**src/rtl/alu_result_uart_tx.sv**
```systemverilog
// alu_result_uart_tx
// Captures one 32-bit ALU result plus NZC flags over a valid/ready handshake
// and reports it on a UART TX pin as the 14-character ASCII line
// "HHHHHHHH NZC\r\n" (uppercase hex, '-' for a clear flag).
// Framing is 8N1 by default. Defining UART_EVEN_PARITY_EN adds an even-parity
// bit after data bit 7, which makes each frame 11 bits long.
// All outputs are registered. tx goes low for the first start bit in the cycle
// after capture, and frames follow each other with no idle gap.

module alu_result_uart_tx #(
  parameter int CLKS_PER_BIT = 868
) (
  input  logic        clk,
  input  logic        rst,
  input  logic        in_valid,
  output logic        in_ready,
  input  logic [31:0] result,
  input  logic [2:0]  nzc,
  output logic        tx,
  output logic        done
);

  localparam int              CNT_W     = (CLKS_PER_BIT > 1) ? $clog2(CLKS_PER_BIT) : 1;
  localparam logic [CNT_W-1:0] BAUD_LAST = CNT_W'(CLKS_PER_BIT - 1);
  localparam logic [3:0]      LAST_CHAR = 4'd13;

`ifdef UART_EVEN_PARITY_EN
  typedef enum logic [2:0] {
    IDLE   = 3'd0,
    START  = 3'd1,
    DATA   = 3'd2,
    PARITY = 3'd3,
    STOP   = 3'd4
  } state_t;
`else
  typedef enum logic [2:0] {
    IDLE  = 3'd0,
    START = 3'd1,
    DATA  = 3'd2,
    STOP  = 3'd3
  } state_t;
`endif

  // Converts one nibble to its uppercase ASCII hex digit.
  function automatic logic [7:0] hex_ascii(input logic [3:0] n);
    logic [7:0] c;
    if (n < 4'd10) c = 8'h30 + {4'h0, n};
    else           c = 8'h37 + {4'h0, n};
    return c;
  endfunction

  // Returns the character at position idx of the report line.
  function automatic logic [7:0] line_char(input logic [31:0] r,
                                           input logic [2:0]  f,
                                           input logic [3:0]  idx);
    logic [7:0] c;
    c = 8'h0A;
    case (idx)
      4'd0:    c = hex_ascii(r[31:28]);
      4'd1:    c = hex_ascii(r[27:24]);
      4'd2:    c = hex_ascii(r[23:20]);
      4'd3:    c = hex_ascii(r[19:16]);
      4'd4:    c = hex_ascii(r[15:12]);
      4'd5:    c = hex_ascii(r[11:8]);
      4'd6:    c = hex_ascii(r[7:4]);
      4'd7:    c = hex_ascii(r[3:0]);
      4'd8:    c = 8'h20;
      4'd9:    c = f[2] ? 8'h4E : 8'h2D;
      4'd10:   c = f[1] ? 8'h5A : 8'h2D;
      4'd11:   c = f[0] ? 8'h43 : 8'h2D;
      4'd12:   c = 8'h0D;
      default: c = 8'h0A;
    endcase
    return c;
  endfunction

  // Control state (reset)
  state_t           state_q, state_d;
  logic [CNT_W-1:0] baud_q,  baud_d;
  logic [2:0]       bit_q,   bit_d;
  logic [3:0]       char_q,  char_d;
  logic             tx_q,    tx_d;
  logic             ready_q, ready_d;
  logic             done_q,  done_d;

  // Datapath state (no reset)
  logic [31:0]      res_q,   res_d;
  logic [2:0]       flags_q, flags_d;
  logic [7:0]       shreg_q, shreg_d;
`ifdef UART_EVEN_PARITY_EN
  logic             par_q,   par_d;
`endif

  logic             bit_end;
  logic [7:0]       load_byte;

  assign bit_end = (baud_q == BAUD_LAST);

  // At capture time the first character is built from the input ports because
  // the latch is still being written. After that, only latched data is used.
  assign load_byte = (state_q == IDLE) ? line_char(result, nzc, 4'd0)
                                       : line_char(res_q, flags_q, char_q + 4'd1);

  // Next-state logic and the next value of every registered output
  always_comb begin
    state_d = state_q;
    baud_d  = baud_q;
    bit_d   = bit_q;
    char_d  = char_q;
    tx_d    = tx_q;
    ready_d = ready_q;
    done_d  = 1'b0;
    res_d   = res_q;
    flags_d = flags_q;
    shreg_d = shreg_q;
`ifdef UART_EVEN_PARITY_EN
    par_d   = par_q;
`endif

    if (state_q != IDLE) begin
      baud_d = bit_end ? '0 : baud_q + CNT_W'(1);
    end

    case (state_q)
      IDLE: begin
        tx_d    = 1'b1;
        ready_d = 1'b1;
        if (in_valid && ready_q) begin
          res_d   = result;
          flags_d = nzc;
          char_d  = 4'd0;
          baud_d  = '0;
          shreg_d = load_byte;
`ifdef UART_EVEN_PARITY_EN
          par_d   = ^load_byte;
`endif
          tx_d    = 1'b0;
          ready_d = 1'b0;
          state_d = START;
        end
      end

      START: begin
        if (bit_end) begin
          state_d = DATA;
          bit_d   = 3'd0;
          tx_d    = shreg_q[0];
        end
      end

      DATA: begin
        if (bit_end) begin
          if (bit_q == 3'd7) begin
`ifdef UART_EVEN_PARITY_EN
            state_d = PARITY;
            tx_d    = par_q;
`else
            state_d = STOP;
            tx_d    = 1'b1;
`endif
          end else begin
            bit_d   = bit_q + 3'd1;
            shreg_d = {1'b0, shreg_q[7:1]};
            tx_d    = shreg_q[1];
          end
        end
      end

`ifdef UART_EVEN_PARITY_EN
      PARITY: begin
        if (bit_end) begin
          state_d = STOP;
          tx_d    = 1'b1;
        end
      end
`endif

      STOP: begin
        if (bit_end) begin
          if (char_q == LAST_CHAR) begin
            state_d = IDLE;
            char_d  = 4'd0;
            tx_d    = 1'b1;
            ready_d = 1'b1;
            done_d  = 1'b1;
          end else begin
            state_d = START;
            char_d  = char_q + 4'd1;
            shreg_d = load_byte;
`ifdef UART_EVEN_PARITY_EN
            par_d   = ^load_byte;
`endif
            tx_d    = 1'b0;
          end
        end
      end

      default: begin
        state_d = IDLE;
        tx_d    = 1'b1;
        ready_d = 1'b1;
      end
    endcase
  end

  // Control and output registers; reset wins over a simultaneous capture
  always_ff @(posedge clk) begin
    if (rst) begin
      state_q <= IDLE;
      baud_q  <= '0;
      bit_q   <= 3'd0;
      char_q  <= 4'd0;
      tx_q    <= 1'b1;
      ready_q <= 1'b1;
      done_q  <= 1'b0;
    end else begin
      state_q <= state_d;
      baud_q  <= baud_d;
      bit_q   <= bit_d;
      char_q  <= char_d;
      tx_q    <= tx_d;
      ready_q <= ready_d;
      done_q  <= done_d;
    end
  end

  // Latched result and character shift register; always reloaded at capture
  always_ff @(posedge clk) begin
    res_q   <= res_d;
    flags_q <= flags_d;
    shreg_q <= shreg_d;
`ifdef UART_EVEN_PARITY_EN
    par_q   <= par_d;
`endif
  end

  assign tx       = tx_q;
  assign in_ready = ready_q;
  assign done     = done_q;

endmodule

```
**config.mk**
```make
export PLATFORM = sky130hd
export DESIGN_NAME = alu_result_uart_tx
export DESIGN_NICKNAME = d
export VERILOG_FILES = /design/src/rtl/alu_result_uart_tx.sv
export SDC_FILE = /design/constraint.sdc
export NUM_CORES = 1
export LEC_CHECK = 0
export CAP_MARGIN = 10
export CORE_ASPECT_RATIO = 0.7
export CORE_MARGIN = 2
export CORE_UTILIZATION = 30
export DETAILED_ROUTE_END_ITERATION = 16
export PLACE_DENSITY = 0.53
export SYNTH_ARGS = -nofsm -noshare
export SYNTH_HDL_FRONTEND = slang
export SYNTH_SLANG_ARGS = --single-unit
```
**constraint.sdc**
```tcl
create_clock -name clk -period 2.98 [get_ports clk]
set_clock_uncertainty 0.05 [all_clocks]
set_input_delay 0.596 -clock clk [delete_from_list [all_inputs] [get_ports clk]]
set_output_delay 0.596 -clock clk [all_outputs]
set_load 0.01 [all_outputs]
```
==> out/qor.txt, run 1 <==
status - finished clean
GPL Wtd Cong - 0.939
largest family of logic cells by synthesized area - compound AO/OA/AOI/OAI gates
CTS clk-pin slew, worst paths - 60 ps
compound-cell area share of the yosys netlist - 0.231
Routed WL - 11100 µm
CTS tree - yes
post-synthesis simple-gate area fraction - 0.215
total power - 0.00376 W
Syn. warnings - 0
Yosys top cell area share - 0.308
critical path type - reg -> reg
cell row count - 35
worst reg2reg path depth - 8
part of the Yosys area used for sequential elements - 0.415
die height - 102 µm
most common cell after layout, fill and taps aside - nand2_1
DR iter-0 viols - 383
RSZ-0062 raised after global routing - no
Layout area overhead - 22.3%
xor/xnor share of the synthesized area - 0.0192
R2R Setup Slk - 290 ps
Slew @ Worst Pin - 621 ps
fill cell count - 1347
layout cell share with drive strength beyond 1 - 0.0766
nature of the critical path endpoint - flop
Die Width - 144 µm
Async SR Flop Fraction - 0
nets@finish - 563
CTS Buf Count - 9
Clock Tree Buf Depth - 2
via/cell ratio - 5.27
drt wl/cell - 16.0 µm
multiplexer area fraction after synthesis - 0.0122
# DRC - 0
io pins - 41
H-tree depth - 3
Initial Util - 0.309
CP Buf/Inv Count - 1
R2R Path End - shreg_q[3]$_DFFE_PP_
GRT overflow - 0
Cells after Synth - 459
Setup TNS - 0 ps
vias in the first global route - 3372
largest fanout on the critical path - 13
hold_buf cts - 0
Relative slew margins - 0.585
syn nets - 518
Hold Crit Start - bit_q[1]$_SDFFE_PP0P_
Max Fclk - 0.372 GHz
initial antenna violation count - 0
post-route ant nets - 0
Syn Area/Cell - 8.93 µm²
Final Hold Vio Count - 0
Critical Path Start Type - flop
final slew viol count - 0
Top FF cell, synth - edfxtp_1
Port Buffer Count - 40
hold endpoint - bit_q[1]$_SDFFE_PP0P_
clock root cell - clkbuf_16
Top Family by Delay on Critical Path - simple AND/OR/NAND/NOR gates
CP max stage delay - 510 ps
r2r startpoint - char_q[0]$_SDFFE_PP0P_
post-synthesis adder-cell area fraction - 0.0641
synthesized area - 4100 µm²
CP Data Arrival Time - 2710 ps
Final period util - 0.902
Post-synth EDFFs - 42
Max rail drop VDD - 0.305 mV
TritonRoute pass-1 iters - 5
largest net degree at the start of global routing - 36
count of final setup violators - 0
core area - 13300 µm²
fin crit period - 2690 ps
leakage power - 1.84 nW
worst-path cell chain - inv_1, ha_1, nor4bb_1, or3_1, a31oi_1, nor2_1, a311oi_1, a32oi_1
first-pass GRT wire length - 18100 µm
ant diodes - 0
CP max-delay cell - dfxtp_1
Yosys cell types - 66
die area - 14600 µm²
Skew-Pair Late Insertion Delay - 340 ps
Post-DP HPWL - 8330 µm
via count - 3656
HP Class - reg -> reg
Power Density - 750 nW/µm²
max_cap viols - 0
Cells on Worst Hold Path - 2
commonest cells after routing, fill and taps aside - 45 x nand2_1, 42 x edfxtp_1, 41 x nor2_1
hold slack - 407 ps
#FFs+latches synth - 64
GRT Total Usage - 0.162
Worst Path Required - 3000 ps
synth top area cells - edfxtp_1 31%, dfxtp_1 11%, ha_1 6.4%
most area-hungry cell type in the Yosys netlist - edfxtp_1
Critical Path Source - char_q[0]$_SDFFE_PP0P_
# clock sinks - 64
-- timing repair --
action                     in CTS  in global routing
setup buffers                   0                  0
setup endpoints to repair       0                  1
resized for setup               0                  1
-- synth_stat cells, drive strengths merged (4+ instances only) --
library cell,instances
dfxtp,22
inv,30
nand4,4
a31oi,10
and4b,4
edfxtp,42
or3,5
nor4,7
ha,21
nor3,16
a21boi,4
mux2i,5
a22oi,9
clkbuf,13
nand3,11
nor2b,8
or2,5
o211ai,5
xnor2,9
nor2,43
a21oi,40
o21ai,37
nand2,45
and2,6
-- cell families after synthesis --
group / after synthesis
AO/OA/AOI/OAI: 143
XOR/XNOR: 9
adder cells (fa/ha/maj): 21
flip-flops: 64
multiplexers: 5
buffers and inverters: 46
AND/OR/NAND/NOR: 171
-- cell type report --
cell class	instances	area (µm²)	share of cell area
tap	185	231	0.0462
sequential	64	1700	0.340
clock buffer	10	229	0.0457
timing repair buffer	50	475	0.0949
multi-input combinational	349	2220	0.444
clock inverter	6	36.3	0.00724
inverter	30	113	0.0225
-- worst max-delay path by stage --
stage / end / slack (ps) / depth (start not counted)
2_1_floorplan: shreg_q[3]$_DFFE_PP_ / 690 / 9
6_report: shreg_q[3]$_DFFE_PP_ / 290 / 8
3_5_place_dp: shreg_q[3]$_DFFE_PP_ / 330 / 8
5_1_grt: shreg_q[3]$_DFFE_PP_ / 100 / 8
3_3_place_gp: shreg_q[1]$_DFFE_PP_ / 200 / 8
4_1_cts: shreg_q[1]$_DFFE_PP_ / 300 / 8
-- metal layers --
layer | wire [µm] | global-route usage | vias up | part of all wire
li1 | - | - | 1806 | -
met1 | 5900 | 0.257 | 1722 | 0.53
met2 | 4230 | 0.208 | 117 | 0.38
met3 | 878 | 0.0511 | 11 | 0.079
met4 | 115 | 0.0377 | 0 | 0.010
met5 | 0 | 0 | - | 0
-- report_power, final --
| part | switching, W | internal (W) |
|---|---|---|
| registers | 0.000179 | 0.00124 |
| logic | 0.000834 | 0.000555 |
| clock network | 0.000395 | 0.000556 |
| total | 0.00141 | 0.00235 |
-- state kept, by name, summed over array words and instances (netlist names) --
register and flops:
res_q 32, baud_q 10, shreg_q 7, char_q 4, bit_q 3, flags_q 3
state_q 2, done 1, in_ready 1, tx 1
-- metrics by stage --
step | instance area, µm² | std cells | setup WS (ps) | utilization
global placement | 4740 | 678 | 195 | 0.357
CTS | 5000 | 694 | 296 | 0.377
finish | 5010 | 694 | 292 | 0.378
global route | 5010 | 694 | 98.5 | 0.378
detailed placement | 4740 | 678 | 327 | 0.357
floorplan | 4100 | 459 | 692 | -
-- worst reg2reg max path: stages, from the launching register on --
cell	delay, ps
dfxtp_1	510
inv_1	160
ha_1	400
nor4bb_1	200
or3_1	460
a31oi_1	180
nor2_1	60
a311oi_1	270
a32oi_1	140
Power figures use the tool's default switching activity.
==> run 2, diff against run 1 <==
--- a/config.mk
+++ b/config.mk
@@ -9,8 +9,8 @@
 export CORE_ASPECT_RATIO = 0.7
 export CORE_MARGIN = 2
 export CORE_UTILIZATION = 30
+export CTS_CLUSTER_SIZE = 8
 export DETAILED_ROUTE_END_ITERATION = 16
-export PLACE_DENSITY = 0.53
 export SYNTH_ARGS = -nofsm -noshare
 export SYNTH_HDL_FRONTEND = slang
 export SYNTH_SLANG_ARGS = --single-unit
==> out/qor.txt, run 2 (synthesis results as in run 1) <==
most common cell after layout, fill and taps aside - nand2_1
GPL Wtd Cong - 0.925
Top Family by Delay on Critical Path - simple AND/OR/NAND/NOR gates
R2R Setup Slk - 250 ps
Clock Tree Buf Depth - 2
drt wl/cell - 15.6 µm
Cells on Worst Hold Path - 2
largest net degree at the start of global routing - 36
Skew-Pair Late Insertion Delay - 330 ps
critical path type - reg -> reg
status - finished clean
hold endpoint - bit_q[1]$_SDFFE_PP0P_
worst-path cell chain - ha_1, inv_1, nor3_1, a31oi_4, nand3b_1, o211a_1, a31oi_1
Die Width - 144 µm
Worst Path Required - 3070 ps
Port Buffer Count - 40
TritonRoute pass-1 iters - 8
max reg flops - 32
CTS clk-pin slew, worst paths - 60 ps
Power Density - 774 nW/µm²
total power - 0.00393 W
CP max stage delay - 530 ps
fin crit period - 2730 ps
Max Fclk - 0.366 GHz
post-route ant nets - 0
Post-DP HPWL - 8260 µm
HP Class - reg -> reg
CP max-delay cell - nor3_1
R2R Path End - shreg_q[4]$_DFFE_PP_
r2r startpoint - char_q[1]$_SDFFE_PP0P_
die area - 14600 µm²
GRT Total Usage - 0.154
post-CTS sizing - 0
via count - 3646
initial antenna violation count - 0
CP Buf/Inv Count - 1
Setup TNS - 0 ps
first-pass GRT wire length - 17300 µm
commonest cells after routing, fill and taps aside - 45 x nand2_1, 42 x edfxtp_1, 41 x nor2_1
core area - 13300 µm²
nets@finish - 566
cell row count - 35
worst reg2reg path depth - 7
PnR worst setup slack - 247 ps
count of final setup violators - 0
RSZ-0062 raised after global routing - no
DR iter-0 viols - 438
final slew viol count - 0
ant diodes - 0
Layout area overhead - 24.1%
Relative slew margins - 0.439
CP Data Arrival Time - 2820 ps
nature of the critical path endpoint - flop
clock root cell - clkbuf_16
Largest Register - res_q
Slew @ Worst Pin - 838 ps
vias in the first global route - 3300
Final period util - 0.917
Final Hold Vio Count - 0
layout cell share with drive strength beyond 1 - 0.0820
# DRC - 0
io pins - 41
Critical Path Start Type - flop
via/cell ratio - 5.23
Initial Util - 0.309
Hold Crit Start - bit_q[1]$_SDFFE_PP0P_
CTS tree - yes
# clock sinks - 64
dpl ws - 214 ps
H-tree depth - 3
CTS Buf Count - 9
Post-CTS Setup Bufs - 0
GRT overflow - 0
die height - 102 µm
Largest regs - res_q x32, baud_q x10, shreg_q x7
leakage power - 1.88 nW
Max rail drop VDD - 0.355 mV
Routed WL - 10900 µm
largest fanout on the critical path - 12
hold_buf cts - 0
max_cap viols - 0
run 2: worst max path at each step:
stage,startpoint,to,slack (ps),depth (start not counted)
2_1_floorplan,char_q[0]$_SDFFE_PP0P_,shreg_q[3]$_DFFE_PP_,690,9
6_report,char_q[1]$_SDFFE_PP0P_,shreg_q[4]$_DFFE_PP_,250,7
3_5_place_dp,result[31],shreg_q[0]$_DFFE_PP_,210,6
4_1_cts,char_q[1]$_SDFFE_PP0P_,shreg_q[4]$_DFFE_PP_,270,7
3_3_place_gp,char_q[1]$_SDFFE_PP0P_,shreg_q[4]$_DFFE_PP_,240,7
5_1_grt,char_q[1]$_SDFFE_PP0P_,shreg_q[4]$_DFFE_PP_,50,7
run 2: where the power goes:
group	switching, W	internal [W]
registers	0.000172	0.00124
logic	0.000841	0.000563
clock network	0.000390	0.000731
total	0.00140	0.00253
run 2: worst min-delay path, cell delays in order (launching register included):
cell     delay, ps
dfxtp_1        310
nand2_1         50
a21oi_1         50
run 2: metal layers:
metal  routed length [µm]  global-route usage
met5                    0                   0
met4                  102              0.0347
met3                  716              0.0322
met2                 4240               0.204
met1                 5810               0.250
run 2: final cells by class:
class,instances,area [µm²]
Timing Repair Buffer,53,498
Inverter,30,113
Multi-Input combinational cell,349,2220
Clock buffer,9,225
Sequential cell,64,1700
Fill cell,1318,8190
Clock inverter,7,96.3
Tap cell,185,231
run 2: per-stage QoR:
| step | area, µm² | instances | hold slack (ps) | utilization |
|---|---|---|---|---|
| 2_1_floorplan | 4100 | 459 | 386 | - |
| 3_3_place_gp | 4760 | 681 | 396 | 0.359 |
| 3_5_place_dp | 4760 | 681 | 412 | 0.359 |
| 4_1_cts | 5080 | 697 | 421 | 0.383 |
| 5_1_grt | 5080 | 697 | 428 | 0.383 |
| 6_report | 5080 | 697 | 417 | 0.383 |
==> run 3, diff against run 2 <==
--- a/config.mk
+++ b/config.mk
@@ -8,9 +8,10 @@
 export CAP_MARGIN = 10
 export CORE_ASPECT_RATIO = 0.7
 export CORE_MARGIN = 2
-export CORE_UTILIZATION = 30
+export CORE_UTILIZATION = 35
 export CTS_CLUSTER_SIZE = 8
 export DETAILED_ROUTE_END_ITERATION = 16
+export GPL_ROUTABILITY_DRIVEN = 1
 export SYNTH_ARGS = -nofsm -noshare
 export SYNTH_HDL_FRONTEND = slang
 export SYNTH_SLANG_ARGS = --single-unit
==> out/qor.txt, run 3 (synthesis results as in run 1) <==
vias in the first global route - 3465
largest fanout on the critical path - 8
post-route ant nets - 0
Worst Path Required - 3120 ps
die height - 94.5 µm
combinational group share of total power - 0.345
initial antenna violation count - 0
hold_buf cts - 0
max reg flops - 32
die area - 12600 µm²
Critical Path Source - char_q[0]$_SDFFE_PP0P_
H-tree depth - 3
fin crit period - 2730 ps
status - finished clean
# DRC - 0
first-pass GRT wire length - 17700 µm
final slew viol count - 0
io pins - 41
most common cell after layout, fill and taps aside - nand2_1
GRT Total Usage - 0.181
TritonRoute pass-1 iters - 5
Layout area overhead - 22.5%
Clock Tree Buf Depth - 2
Post-CTS Setup Bufs - 0
HP Class - reg -> reg
Clk pwr share - 0.297
drt wl/cell - 16.3 µm
cell row count - 33
Skew-Pair Late Insertion Delay - 340 ps
Switching Power - 0.00138 W
post-CTS sizing - 0
GRT overflow - 0
Port Buffer Count - 40
Final period util - 0.916
Critical Path Start Type - flop
Setup TNS - 0 ps
CTS tree - yes
critical path type - reg -> reg
Flop pwr share - 0.358
core area - 11600 µm²
CTS Buf Count - 9
Routed WL - 10800 µm
Die Width - 133 µm
Max Fclk - 0.366 GHz
commonest cells after routing, fill and taps aside - 45 x nand2_1, 42 x edfxtp_1, 41 x nor2_1
DR iter-0 viols - 355
Cell Int Power - 0.00257 W
via/cell ratio - 5.48
clock root cell - clkbuf_16
layout cell share with drive strength beyond 1 - 0.0730
RSZ-0062 raised after global routing - no
switching share of power - 0.350
largest net degree at the start of global routing - 36
CP Data Arrival Time - 2870 ps
ant diodes - 0
nature of the critical path endpoint - flop
max_cap viols - 0
Max rail drop VDD - 0.338 mV
Initial Util - 0.354
Relative slew margins - 0.447
Largest Register - res_q
post-route cell area - 5020 µm²
Largest regs - res_q x32, baud_q x10, shreg_q x7
CTS clk-pin slew, worst paths - 60 ps
count of final setup violators - 0
Hold Crit Start - bit_q[1]$_SDFFE_PP0P_
via count - 3636
Final Hold Vio Count - 0
Slew @ Worst Pin - 827 ps
Power Density - 788 nW/µm²
r2r startpoint - char_q[0]$_SDFFE_PP0P_
hold slack - 410 ps
Post-DP HPWL - 8040 µm
leakage power - 1.87 nW
final core utilization - 0.434
R2R Setup Slk - 250 ps
# clock sinks - 64
nets@finish - 561
GPL Wtd Cong - 0.934
Placement Cell Area - 4690 µm²
run 3: cell types whose count changed in the layout (fill, tap and decap cells not counted):
cell,before,now
buf_4,13,8
clkbuf_1,0,1
clkbuf_16,9,10
clkinv_1,1,0
clkinv_2,0,2
clkinv_4,2,0
clkinvlp_4,2,1
run 3: worst paths after layout:
| check | to | depth (start not counted) |
|---|---|---|
| min | bit_q[1]$_SDFFE_PP0P_ | 2 |
| max | shreg_q[1]$_DFFE_PP_ | 8 |
| min reg2reg | bit_q[1]$_SDFFE_PP0P_ | 2 |
| max reg2reg | shreg_q[1]$_DFFE_PP_ | 8 |
run 3: layer usage:
metal / vias up / routed length (µm) / global-route usage
met5: - / 0 / 0
met4: 0 / 178 / 0.0709
met3: 15 / 619 / 0.0478
met2: 100 / 4410 / 0.251
met1: 1726 / 5620 / 0.266
li1: 1795 / - / -
run 3: critical path: stages, from the launching register on:
cell and delay, ps:
dfxtp_1 410, inv_1 170, ha_1 270, inv_1 160, a211oi_1 580, nor2_1 130
a2111oi_0 540, nor4_1 120, a21oi_1 170
run 3: cell type report:
type / instances / area [µm²]
clock buffers: 11 / 254
clock inverters: 5 / 77.6
fillers: 1159 / 6540
inverters: 30 / 113
multi-input cells: 349 / 2220
flip-flops and latches: 64 / 1700
well taps: 157 / 196
repair buffers: 48 / 460
run 3: power by group through the flow:
stage	logic (W)	registers, W	clock network (W)
after global routing	0.00152	0.00144	0.00124
after CTS	0.00136	0.00141	0.00120
after detailed placement	0.00135	0.00143	0
final	0.00137	0.00142	0.00118
after global placement	0.00133	0.00142	0
after floorplan	0.000961	0.00138	0
run 3: per-stage QoR:
stage               total power (W)  setup WS, ps  cells
finish                      0.00396           249    664
global route                0.00421          8.01    664
CTS                         0.00398           297    664
detailed placement          0.00278           327    648
global placement            0.00275           182    648
floorplan                   0.00234           692    459
